### src/rtl/vm_pkg.sv
// Shared vending-machine definitions: coin values, one-hot coin codes,
// coin-acceptor state encoding and the credit width.
package vm_pkg;

   localparam int unsigned MONEY_W = 12;
   localparam int unsigned COIN_W  = 5;
   localparam int unsigned SUM_W   = MONEY_W + 1;

   localparam logic [MONEY_W-1:0] VAL_NICKEL      = MONEY_W'(5);
   localparam logic [MONEY_W-1:0] VAL_DIME        = MONEY_W'(10);
   localparam logic [MONEY_W-1:0] VAL_QUARTER     = MONEY_W'(25);
   localparam logic [MONEY_W-1:0] VAL_HALF_DOLLAR = MONEY_W'(50);
   localparam logic [MONEY_W-1:0] VAL_DOLLAR      = MONEY_W'(100);

   // Bit position in the sensor vector equals coin rank, nickel at bit 0.
   typedef enum logic [COIN_W-1:0] {
      COIN_NONE        = 5'b00000,
      COIN_NICKEL      = 5'b00001,
      COIN_DIME        = 5'b00010,
      COIN_QUARTER     = 5'b00100,
      COIN_HALF_DOLLAR = 5'b01000,
      COIN_DOLLAR      = 5'b10000
   } coin_e;

   typedef enum logic [2:0] {
      IDLE,
      QUALIFY,
      CREDIT,
      REJECT,
      RELEASE
   } acc_state_e;

   typedef struct packed {
      logic [COIN_W-1:0] pulse;
      logic              reject;
   } acc_out_t;

   function automatic logic [MONEY_W-1:0] coin_value(input logic [COIN_W-1:0] code);
      case (code)
         COIN_NICKEL:      coin_value = VAL_NICKEL;
         COIN_DIME:        coin_value = VAL_DIME;
         COIN_QUARTER:     coin_value = VAL_QUARTER;
         COIN_HALF_DOLLAR: coin_value = VAL_HALF_DOLLAR;
         COIN_DOLLAR:      coin_value = VAL_DOLLAR;
         default:          coin_value = '0;
      endcase
   endfunction

endpackage

### src/rtl/vm_coin_acceptor_if.sv
// Sensor, control and result signals of the coin acceptor.
// coin_jam is present only when VM_COIN_JAM_DETECT_EN is defined.
interface vm_coin_acceptor_if;

   logic                         sense_nickel;
   logic                         sense_dime;
   logic                         sense_quarter;
   logic                         sense_half_dollar;
   logic                         sense_dollar;
   logic                         accept_en;
   logic                         clear_total;
   logic                         nickel;
   logic                         dime;
   logic                         quarter;
   logic                         half_dollar;
   logic                         dollar;
   logic [vm_pkg::MONEY_W-1:0]   total_money;
   logic                         coin_reject;
   logic                         busy;
`ifdef VM_COIN_JAM_DETECT_EN
   logic                         coin_jam;

   modport slave (
      input  sense_nickel, sense_dime, sense_quarter, sense_half_dollar, sense_dollar,
      input  accept_en, clear_total,
      output nickel, dime, quarter, half_dollar, dollar,
      output total_money, coin_reject, busy, coin_jam
   );

   modport master (
      output sense_nickel, sense_dime, sense_quarter, sense_half_dollar, sense_dollar,
      output accept_en, clear_total,
      input  nickel, dime, quarter, half_dollar, dollar,
      input  total_money, coin_reject, busy, coin_jam
   );
`else
   modport slave (
      input  sense_nickel, sense_dime, sense_quarter, sense_half_dollar, sense_dollar,
      input  accept_en, clear_total,
      output nickel, dime, quarter, half_dollar, dollar,
      output total_money, coin_reject, busy
   );

   modport master (
      output sense_nickel, sense_dime, sense_quarter, sense_half_dollar, sense_dollar,
      output accept_en, clear_total,
      input  nickel, dime, quarter, half_dollar, dollar,
      input  total_money, coin_reject, busy
   );
`endif

endinterface

### src/rtl/vm_sync2.sv
// Parameterized-width two-flop synchronizer with asynchronous active-high reset.
module vm_sync2 #(
   parameter int unsigned WIDTH = 1
) (
   input  logic             clk,
   input  logic             reset,
   input  logic [WIDTH-1:0] d_i,
   output logic [WIDTH-1:0] q_o
);

   logic [WIDTH-1:0] meta_q;
   logic [WIDTH-1:0] sync_q;

   always_ff @(posedge clk or posedge reset) begin
      if (reset) begin
         meta_q <= '0;
         sync_q <= '0;
      end else begin
         meta_q <= d_i;
         sync_q <= meta_q;
      end
   end

   assign q_o = sync_q;

endmodule

### src/rtl/vm_coin_acceptor.sv
// Coin acceptor: synchronizes and debounces five coin sensors, credits or rejects
// each insertion and tracks total credit. VM_COIN_JAM_DETECT_EN adds stuck-sensor detection.
module vm_coin_acceptor
   import vm_pkg::*;
#(
   parameter int unsigned DEBOUNCE_CYCLES = 4,
   parameter int unsigned MAX_CREDIT      = 1000
) (
   input  logic               clk,
   input  logic               reset,
   vm_coin_acceptor_if.slave  bus
);

   localparam int unsigned       CNT_W   = 8;
   localparam logic [CNT_W-1:0]  DEB     = CNT_W'(DEBOUNCE_CYCLES);
   localparam logic [SUM_W-1:0]  MAX_SUM = SUM_W'(MAX_CREDIT);

   logic [COIN_W-1:0]  sense_raw;
   logic [COIN_W-1:0]  s;
   acc_state_e         state_q, state_d;
   logic [CNT_W-1:0]   cnt_q, cnt_d;
   logic [COIN_W-1:0]  code_q, code_d;
   acc_out_t           out_q, out_d;
   logic               busy_q, busy_d;
   logic [MONEY_W-1:0] total_q, total_d;
   logic [SUM_W-1:0]   credit_sum;
   logic               over_limit;
   logic               single_coin;

   assign sense_raw = {bus.sense_dollar, bus.sense_half_dollar, bus.sense_quarter,
                       bus.sense_dime, bus.sense_nickel};

   vm_sync2 #(.WIDTH(COIN_W)) u_sync (
      .clk   (clk),
      .reset (reset),
      .d_i   (sense_raw),
      .q_o   (s)
   );

   // Limit check uses the credit before this edge's clear, so wrap-around cannot occur.
   assign credit_sum  = {1'b0, total_q} + {1'b0, coin_value(code_q)};
   assign over_limit  = (credit_sum > MAX_SUM);
   assign single_coin = (s != '0) && ((s & (s - COIN_W'(1))) == '0);

`ifdef VM_COIN_JAM_DETECT_EN
   localparam logic [CNT_W-1:0] JAM_LIMIT = CNT_W'(255);
   logic             jam_q, jam_d;
   logic [CNT_W-1:0] jcnt_q, jcnt_d;
`endif

   always_ff @(posedge clk or posedge reset) begin
      if (reset) begin
         state_q <= IDLE;
         cnt_q   <= '0;
         code_q  <= '0;
         out_q   <= '0;
         busy_q  <= 1'b0;
         total_q <= '0;
`ifdef VM_COIN_JAM_DETECT_EN
         jam_q   <= 1'b0;
         jcnt_q  <= '0;
`endif
      end else begin
         state_q <= state_d;
         cnt_q   <= cnt_d;
         code_q  <= code_d;
         out_q   <= out_d;
         busy_q  <= busy_d;
         total_q <= total_d;
`ifdef VM_COIN_JAM_DETECT_EN
         jam_q   <= jam_d;
         jcnt_q  <= jcnt_d;
`endif
      end
   end

   always_comb begin
      state_d = state_q;
      cnt_d   = cnt_q;
      code_d  = code_q;
      out_d   = '0;
      total_d = bus.clear_total ? '0 : total_q;
`ifdef VM_COIN_JAM_DETECT_EN
      jam_d   = jam_q;
      jcnt_d  = jcnt_q;
`endif
      case (state_q)
         IDLE: begin
            cnt_d = '0;
            if (single_coin) begin
               state_d = QUALIFY;
               cnt_d   = CNT_W'(1);
               code_d  = s;
            end else if (s != '0) begin
               state_d      = REJECT;
               out_d.reject = 1'b1;
            end
         end
         QUALIFY: begin
            // Evaluation happens on the edge after the count reaches the debounce length.
            if (s == code_q) begin
               if (cnt_q >= DEB) begin
                  if (!bus.accept_en || over_limit) begin
                     state_d      = REJECT;
                     out_d.reject = 1'b1;
                  end else begin
                     state_d     = CREDIT;
                     out_d.pulse = code_q;
                     total_d     = total_d + coin_value(code_q);
                  end
               end else begin
                  cnt_d = cnt_q + CNT_W'(1);
               end
            end else if (s == '0) begin
               state_d = IDLE;
               cnt_d   = '0;
            end else begin
               state_d      = REJECT;
               out_d.reject = 1'b1;
            end
         end
         CREDIT, REJECT: begin
            state_d = RELEASE;
            cnt_d   = '0;
`ifdef VM_COIN_JAM_DETECT_EN
            jcnt_d  = '0;
`endif
         end
         RELEASE: begin
            if (s == '0) begin
               if (cnt_q + CNT_W'(1) >= DEB) begin
                  state_d = IDLE;
                  cnt_d   = '0;
               end else begin
                  cnt_d = cnt_q + CNT_W'(1);
               end
            end else begin
               cnt_d = '0;
            end
`ifdef VM_COIN_JAM_DETECT_EN
            // 256th consecutive nonzero cycle sets the sticky jam; a jam pins the FSM here.
            if (s == '0) begin
               jcnt_d = '0;
            end else if (jcnt_q == JAM_LIMIT) begin
               jam_d = 1'b1;
            end else begin
               jcnt_d = jcnt_q + CNT_W'(1);
            end
            if (jam_q) begin
               state_d = RELEASE;
               cnt_d   = '0;
            end
`endif
         end
         default: begin
            state_d = IDLE;
            cnt_d   = '0;
         end
      endcase
      busy_d = (state_d != IDLE);
   end

   assign bus.nickel      = out_q.pulse[0];
   assign bus.dime        = out_q.pulse[1];
   assign bus.quarter     = out_q.pulse[2];
   assign bus.half_dollar = out_q.pulse[3];
   assign bus.dollar      = out_q.pulse[4];
   assign bus.coin_reject = out_q.reject;
   assign bus.busy        = busy_q;
   assign bus.total_money = total_q;
`ifdef VM_COIN_JAM_DETECT_EN
   assign bus.coin_jam    = jam_q;
`endif

endmodule
### src/flat_wrapper.sv
// flat-port wrapper written by rule: the top's interface ports become plain ports
module vm_coin_acceptor_flat import vm_pkg::*;
#(
   parameter int unsigned DEBOUNCE_CYCLES = 4,
   parameter int unsigned MAX_CREDIT      = 1000
)
  (clk, reset, bus_sense_nickel, bus_sense_dime, bus_sense_quarter, bus_sense_half_dollar, bus_sense_dollar, bus_accept_en, bus_clear_total, bus_nickel, bus_dime, bus_quarter, bus_half_dollar, bus_dollar, bus_total_money, bus_coin_reject, bus_busy);
  vm_coin_acceptor_if bus_i ();
  input  logic clk;
  input  logic reset;
  input wire logic [$bits(bus_i.sense_nickel)-1:0] bus_sense_nickel;
  input wire logic [$bits(bus_i.sense_dime)-1:0] bus_sense_dime;
  input wire logic [$bits(bus_i.sense_quarter)-1:0] bus_sense_quarter;
  input wire logic [$bits(bus_i.sense_half_dollar)-1:0] bus_sense_half_dollar;
  input wire logic [$bits(bus_i.sense_dollar)-1:0] bus_sense_dollar;
  input wire logic [$bits(bus_i.accept_en)-1:0] bus_accept_en;
  input wire logic [$bits(bus_i.clear_total)-1:0] bus_clear_total;
  output wire logic [$bits(bus_i.nickel)-1:0] bus_nickel;
  output wire logic [$bits(bus_i.dime)-1:0] bus_dime;
  output wire logic [$bits(bus_i.quarter)-1:0] bus_quarter;
  output wire logic [$bits(bus_i.half_dollar)-1:0] bus_half_dollar;
  output wire logic [$bits(bus_i.dollar)-1:0] bus_dollar;
  output wire logic [$bits(bus_i.total_money)-1:0] bus_total_money;
  output wire logic [$bits(bus_i.coin_reject)-1:0] bus_coin_reject;
  output wire logic [$bits(bus_i.busy)-1:0] bus_busy;
  assign bus_i.sense_nickel = bus_sense_nickel;
  assign bus_i.sense_dime = bus_sense_dime;
  assign bus_i.sense_quarter = bus_sense_quarter;
  assign bus_i.sense_half_dollar = bus_sense_half_dollar;
  assign bus_i.sense_dollar = bus_sense_dollar;
  assign bus_i.accept_en = bus_accept_en;
  assign bus_i.clear_total = bus_clear_total;
  assign bus_nickel = bus_i.nickel;
  assign bus_dime = bus_i.dime;
  assign bus_quarter = bus_i.quarter;
  assign bus_half_dollar = bus_i.half_dollar;
  assign bus_dollar = bus_i.dollar;
  assign bus_total_money = bus_i.total_money;
  assign bus_coin_reject = bus_i.coin_reject;
  assign bus_busy = bus_i.busy;
  vm_coin_acceptor #(.DEBOUNCE_CYCLES(DEBOUNCE_CYCLES), .MAX_CREDIT(MAX_CREDIT)) u_core (.clk(clk), .reset(reset), .bus(bus_i));
endmodule
### config.mk
export PLATFORM = sky130hd
export DESIGN_NAME = vm_coin_acceptor_flat
export DESIGN_NICKNAME = d
export VERILOG_FILES = /design/src/rtl/vm_pkg.sv /design/src/rtl/vm_coin_acceptor_if.sv /design/src/rtl/vm_sync2.sv /design/src/rtl/vm_coin_acceptor.sv /design/src/flat_wrapper.sv
export SDC_FILE = /design/constraint.sdc
export NUM_CORES = 1
export LEC_CHECK = 0
export CORE_ASPECT_RATIO = 0.7
export CORE_UTILIZATION = 55
export CTS_BUF_LIST = sky130_fd_sc_hd__clkbuf_16
export CTS_CLUSTER_SIZE = 30
export DETAILED_ROUTE_END_ITERATION = 10
export PLACE_DENSITY_LB_ADDON = 0.08
export SYNTH_ARGS = -nofsm -noshare
export SYNTH_HDL_FRONTEND = slang
export SYNTH_SLANG_ARGS = --single-unit
### constraint.sdc
create_clock -name clk -period 5.57 [get_ports clk]
set_input_delay 1.3925 -clock clk [delete_from_list [all_inputs] [get_ports clk]]
set_output_delay 1.3925 -clock clk [all_outputs]
set_load 0.005 [all_outputs]
* After elaboration in Yosys (flattened, before gate mapping)
Cells that the tools add are included.
** Word-level totals
- Register bits :: 45
- Input bits :: 9
- Output and inout port bits :: 19
- Logic and storage cells :: 76
** Operators by class
- $add $sub $neg :: 4
- Order comparisons :: 3
- Equality and inequality tests :: 12
- Mux-type cells :: 36
- Bitwise gates (word level) :: 1
- Reduce and logical (&&, ||, !) cells :: 11
** Operator list (number)
- $mux W12 :: 9
- $mux W8 :: 5
- $pmux W7 S5 :: 1
- $pmux W8 S3 :: 1
- $mux W3 :: 6
- $ge A8 B3 Y1 const B :: 2
- $mux W5 :: 3
- $add A12 B7 Y13 :: 1
- $gt A13 B10 Y1 const B :: 1
- $add A12 B12 Y12 :: 1
- $pmux W3 S4 :: 1
- $logic_not A5 Y1 :: 2
- $add A8 B1 Y8 const B :: 1
- $mux W1 :: 7
- $eq A3 B2 Y1 const B :: 2
- $mux W6 :: 1
- $and A5 B5 Y5 :: 1
- $eq A5 B1 Y1 const B :: 1
- $eq A5 B2 Y1 const B :: 1
- $eq A5 B3 Y1 const B :: 1
- $eq A5 B4 Y1 const B :: 1
- $eq A5 B5 Y1 :: 1
- $eq A5 B5 Y1 const B :: 1
- $reduce_bool A5 Y1 :: 1
- 14 further kinds :: 15

* Logic depth before layout (Yosys ltp)
- Depth after elaboration :: 14
- Gate-level depth with buffers :: 16
- Mapped depth without buffers :: 14

* By module
From an unflattened synthesis, not the netlist that was laid out.
** Second synthesis, totals
- Cells, all modules :: 289
- Area, all modules :: 2889.0 um2
** Modules (own cells, without submodules)
- vm_coin_acceptor :: times used 1, cells each 278, area an instance 2635.0 um2, seq. area each 875.8 um2
- vm_sync2 :: times used 1, cells each 11, area an instance 254.0 um2, seq. area each 250.2 um2

* Least setup slack after synthesis
No wires, ideal clock.
- Kind :: input to register
- Start point :: input bus_clear_total
- End point :: register u_core.total_q[8], in the netlist u_core.bus.total_money[8]
- Library setup time :: 0.078 ns
- Data arrival time :: 3.649 ns
- Required time :: 5.492 ns
- Setup slack :: 1.843 ns
- Stages on the path :: 12
- Path buffers :: 1
- Cell sequence :: clkbuf_1 nor2b_1 ha_1 fa_1 a21oi_1 maj3_2 maj3_2 o21bai_1 a21o_1 inv_1 or4_1 a21oi_1
** Between the ends
- Word-level cells in the longest chain between the ends :: 6
** RTL lines
- from (decl) :: line flat_wrapper.sv:17 : input wire logic [$bits(bus_i.clear_total)-1:0] bus_clear_total;
- $mux W12 * :: line vm_coin_acceptor.sv:82 : total_d = bus.clear_total ? '0 : total_q;
- $add A12 B12 Y12 :: line vm_coin_acceptor.sv:109 : total_d = total_d + coin_value(code_q);
- $mux W12 :: line vm_coin_acceptor.sv:103 : if (!bus.accept_en || over_limit) begin
- $mux W12 :: line vm_coin_acceptor.sv:102 : if (cnt_q >= DEB) begin
- $mux W12 :: line vm_coin_acceptor.sv:101 : if (s == code_q) begin
- $mux W12 * :: line vm_coin_acceptor.sv:87 : case (state_q)
- via u_core.total_d[8] :: line vm_coin_acceptor.sv:25 : logic [MONEY_W-1:0] total_q, total_d;
- to (signal assigned) :: line vm_coin_acceptor.sv:69 : total_q <= total_d;
- to (decl) :: line vm_coin_acceptor.sv:25
The timed path passes the listed nets; every way through them passes the cells marked *.
A chain may end at the register's enable or synchronous reset.

* Worst setup path in the final report
- Start point :: register u_core.code_q[0]
- End point :: register u_core.total_q[0], in the netlist u_core.bus.total_money[0]
** Between the ends
- Word-level cells in the longest chain between the ends :: 11
- Elaborated cells on any way between the ends :: 19
- Classes of those cells :: add/sub (2); order compare (1); eq/ne (6); mux (9); reduce/logical (1)
** RTL lines
- from (decl) :: line vm_coin_acceptor.sv:22 : logic [COIN_W-1:0] code_q, code_d;
- from (signal assigned) :: line vm_coin_acceptor.sv:66 : code_q <= code_d;
- branches (longest 9 deep; another with $add A12 B7 Y13)
- $mux W12 * :: line vm_coin_acceptor.sv:101
- $mux W12 * :: line vm_coin_acceptor.sv:87
- via u_core.total_d[0] :: line vm_coin_acceptor.sv:25
Mark *: on every way through the listed nets, which the timed path passes. The select of a mux whose other input is x is not followed.

==> impl_metrics.csv <==
group,metric,value,unit
pwr,p_comb_frac,0.298,
pwr,clockPowerShare,0.286,
synth,yosys-top-cells-count,"dfrtp_1, nand2_1, xnor2_1",
clocking,root_buffer,"clkbuf_16",
synth,yosys_register_bits,45,
floorplanning,start_util,0.574,
pwr,peakVddDrop,0.316,mV
pwr,switchingPower,0.401,mW
cells_and_area,n_fill_cell,382,
synth,synth_area,2760,sq um
timing,final-hold-violation-count,0,
floorplanning,die_w,86.6,um
floorplanning,die_h,61.2,um
clocking,cts_resized,0,
critical_path,worstPathArrival,4.61,ns
critical_path,cpPeakStageDelay,0.76,ns
clocking,clock_latency,0.28,ns
critical_path,required,5.73,ns
critical_path,start_kind,"register",
global_routing,grt_pass1_vias,1930,
global_routing,grt_use_total,0.238,
flow_run,drv_cap,0,
pwr,swShare,0.350,
floorplanning,die_area,5310,sq um
synth,avgSynthCellArea,9.68,sq um
timing,rsz0062_at_grt,"false",
pwr,p_per_area,354,nW/um^2
synth,ys_types,54,
synth,yosysMostFrequentCell,"dfrtp_1",
timing,finClkSkew,0.00440,ns
detailed_routing,drtIter0Drc,162,
timing,worstMarginPinSlew,0.924,ns
clocking,numCtsBuffers,5,
clocking,clockBufferDepth,2,
pwr,cellLeakagePower,1.35,nW
place,io_buffers,27,
synth,synth_fp_nets,308,
synth,synth-edff-count,0,
pwr,intPower,0.745,mW
critical_path,crit_slowest_cell,"o211ai_1",
floorplanning,num_rows,21,
synth,syn_inst,285,
cells_and_area,area_delta_synth_final,17.4,%
cells_and_area,finish.net_count,333,
cells_and_area,drive_gt1_frac,0.0900,
synth,synth.top_cell.area_share,0.408,
min_path,hold_class,"register to register",
global_routing,antenna_found_initial,0,
floorplanning,ios,28,
synth,ys_seq_area_frac,0.408,
clocking,clk_pin_slew,0.06,ns
timing,finalMaxSlewViolations,0,
detailed_routing,dr_total_vias,2193,
critical_path,path_cells,"xnor2_1 -> nor4_1 -> ha_1 -> inv_1 -> fa_1 -> nor2b_1 -> o211ai_1 -> a32o_1 -> o41a_2 -> o211ai_1 -> mux2_1",
timing,relSlewSlack,0.382,
clocking,ctsHoldBuffers,0,
pwr,seqPwrFrac,0.417,
floorplanning,core,4810,sq um
detailed_routing,drc,0,
timing,setup-tns-final,0,ns
critical_path,path_common_cell,"o211ai_1",
run_status,outcome,"complete, no violations",
clocking,cts.sinks,45,
critical_path,cp-end-kind,"register",
synth,yosys-top-cells-area,"dfrtp_1, xnor2_1, ha_1",
synth,ys_async_sr_fraction,1.00,
synth,synth.largest_area_cell,"dfrtp_1",
timing,finalCritPeriodShare,0.798,
clocking,cts_tree,"yes",
timing,period_needed,4.44,ns
detailed_routing,drt.antenna.violating_nets,0,
cells_and_area,antenna_cells,0,
detailed_routing,wire_per_inst,15.1,um
timing,hold_slack,0.347,ns
detailed_routing,dr.pass1.iters,5,
clocking,htreeDepth,2,
synth,synth_flop_cell,"dfrtp_1",
place,hpwlAfterDp,4260,um
clocking,cts_setup_buffers,0,
global_routing,grt_first_pass_wirelength,9390,um
critical_path,cp_max_fo,11,
detailed_routing,wl,5760,um
detailed_routing,vias_per_cell,5.77,
global_routing,grt_max_degree,46,
global_routing,grt_overflow,0,
timing,setup_violations,0,
synth,yosys_warnings,0,
critical_path,path_class,"register to register",
timing,fmax,0.225,GHz
place,place_congestion,0.860,
==> worst paths after layout <==
kind | slack, ns | end | cells after the start | startpoint
worst max-delay path | 1.13 | u_core.bus.total_money[0] | 11 | u_core.code_q[0]
worst min-delay path | 0.35 | u_core.u_sync.q_o[2] | 0 | u_core.u_sync.meta_q[2]
worst max register to register | 1.13 | u_core.bus.total_money[0] | 11 | u_core.code_q[0]
worst min register to register | 0.35 | u_core.u_sync.q_o[2] | 0 | u_core.u_sync.meta_q[2]
max in group asynchronous | 3.36 | u_core.bus.total_money[7] | 2 | reset
min in group asynchronous | 1.64 | u_core.cnt_q[5] | 2 | reset
==> state kept, by name, indices dropped and copies added (netlist names), 3 cells and up <==
name and cells:
u_core.u_sync.meta_q 5, u_core.u_sync.q_o 5, u_core.code_q 5, u_core.bus.total_money 12
u_core.state_q 3, u_core.cnt_q 8
==> layer usage <==
layer | track usage | share of wire | wire (um) | up-vias
met5 | 0 | 0 | 0 | -
met4 | 0.0786 | 0.0087 | 50 | 0
met3 | 0.0550 | 0.058 | 333 | 4
met2 | 0.338 | 0.41 | 2380 | 71
met1 | 0.358 | 0.52 | 2990 | 1050
li1 | - | - | - | 1068
==> kinds of logic after synthesis <==
kind of cell	synth area share
compound gates	0.135
fa+ha+maj	0.0848
buf+inv	0.0331
simple gates	0.227
flops	0.408
xor+xnor	0.0789
mux	0.0327
==> cells in the final DEF (no fill, tap or decap), types with 4 or more instances in the layout <==
cell type,instances
nand4_1,4
ha_1,12
and3_1,4
clkbuf_16,5
and2_1,14
o21ai_0,10
nand3_1,9
nor2_1,18
nor4_1,7
inv_1,10
dfrtp_1,45
nor2b_1,6
mux2_2,6
a21oi_1,12
nand2_1,21
clkdlybuf4s50_1,27
nor3_1,9
xnor2_1,19
or4_1,4
xor2_1,4
nand2b_1,9
==> power groups by stage <==
| stage | sequential [mW] | clock (mW) | combinational (mW) |
|---|---|---|---|
| after floorplan | 0.396 | 0 | 0.343 |
| after global routing | 0.488 | 0.346 | 0.381 |
| final | 0.477 | 0.327 | 0.341 |
| after CTS | 0.475 | 0.336 | 0.340 |
| after global placement | 0.474 | 0 | 0.327 |
| after detailed placement | 0.479 | 0 | 0.334 |
==> final cells by class <==
cell class | count | area [sq um] | share of cell area
multi-input combinational | 219 | 1540 | 0.476
sequential | 45 | 1130 | 0.348
timing repair buffer | 28 | 278 | 0.0858
clock buffer | 5 | 125 | 0.0386
tap | 69 | 86.3 | 0.0267
clock inverter | 3 | 41.3 | 0.0128
inverter | 11 | 41.3 | 0.0128
==> stage by stage <==
stage	setup WS, ns	cells	util	cell area, sq um	power (mW)
after floorplan	1.84	285	-	2760	0.739
after global routing	0.866	380	0.673	3240	1.21
after CTS	1.17	380	0.673	3240	1.15
after detailed placement	1.06	372	0.639	3070	0.813
after global placement	1.17	372	0.639	3070	0.801
final	1.13	380	0.673	3240	1.15
==> worst max-delay path, delay by kind of cell, from the launching register on <==
kind            cells  cell delay [ns]
fa+ha+maj           2             0.69
buf+inv             1             0.06
mux                 1             0.38
compound gates      4             1.69
flops               1             0.64
simple gates        2             0.70
xor+xnor            1             0.16
(Power assumes the default switching activity.)
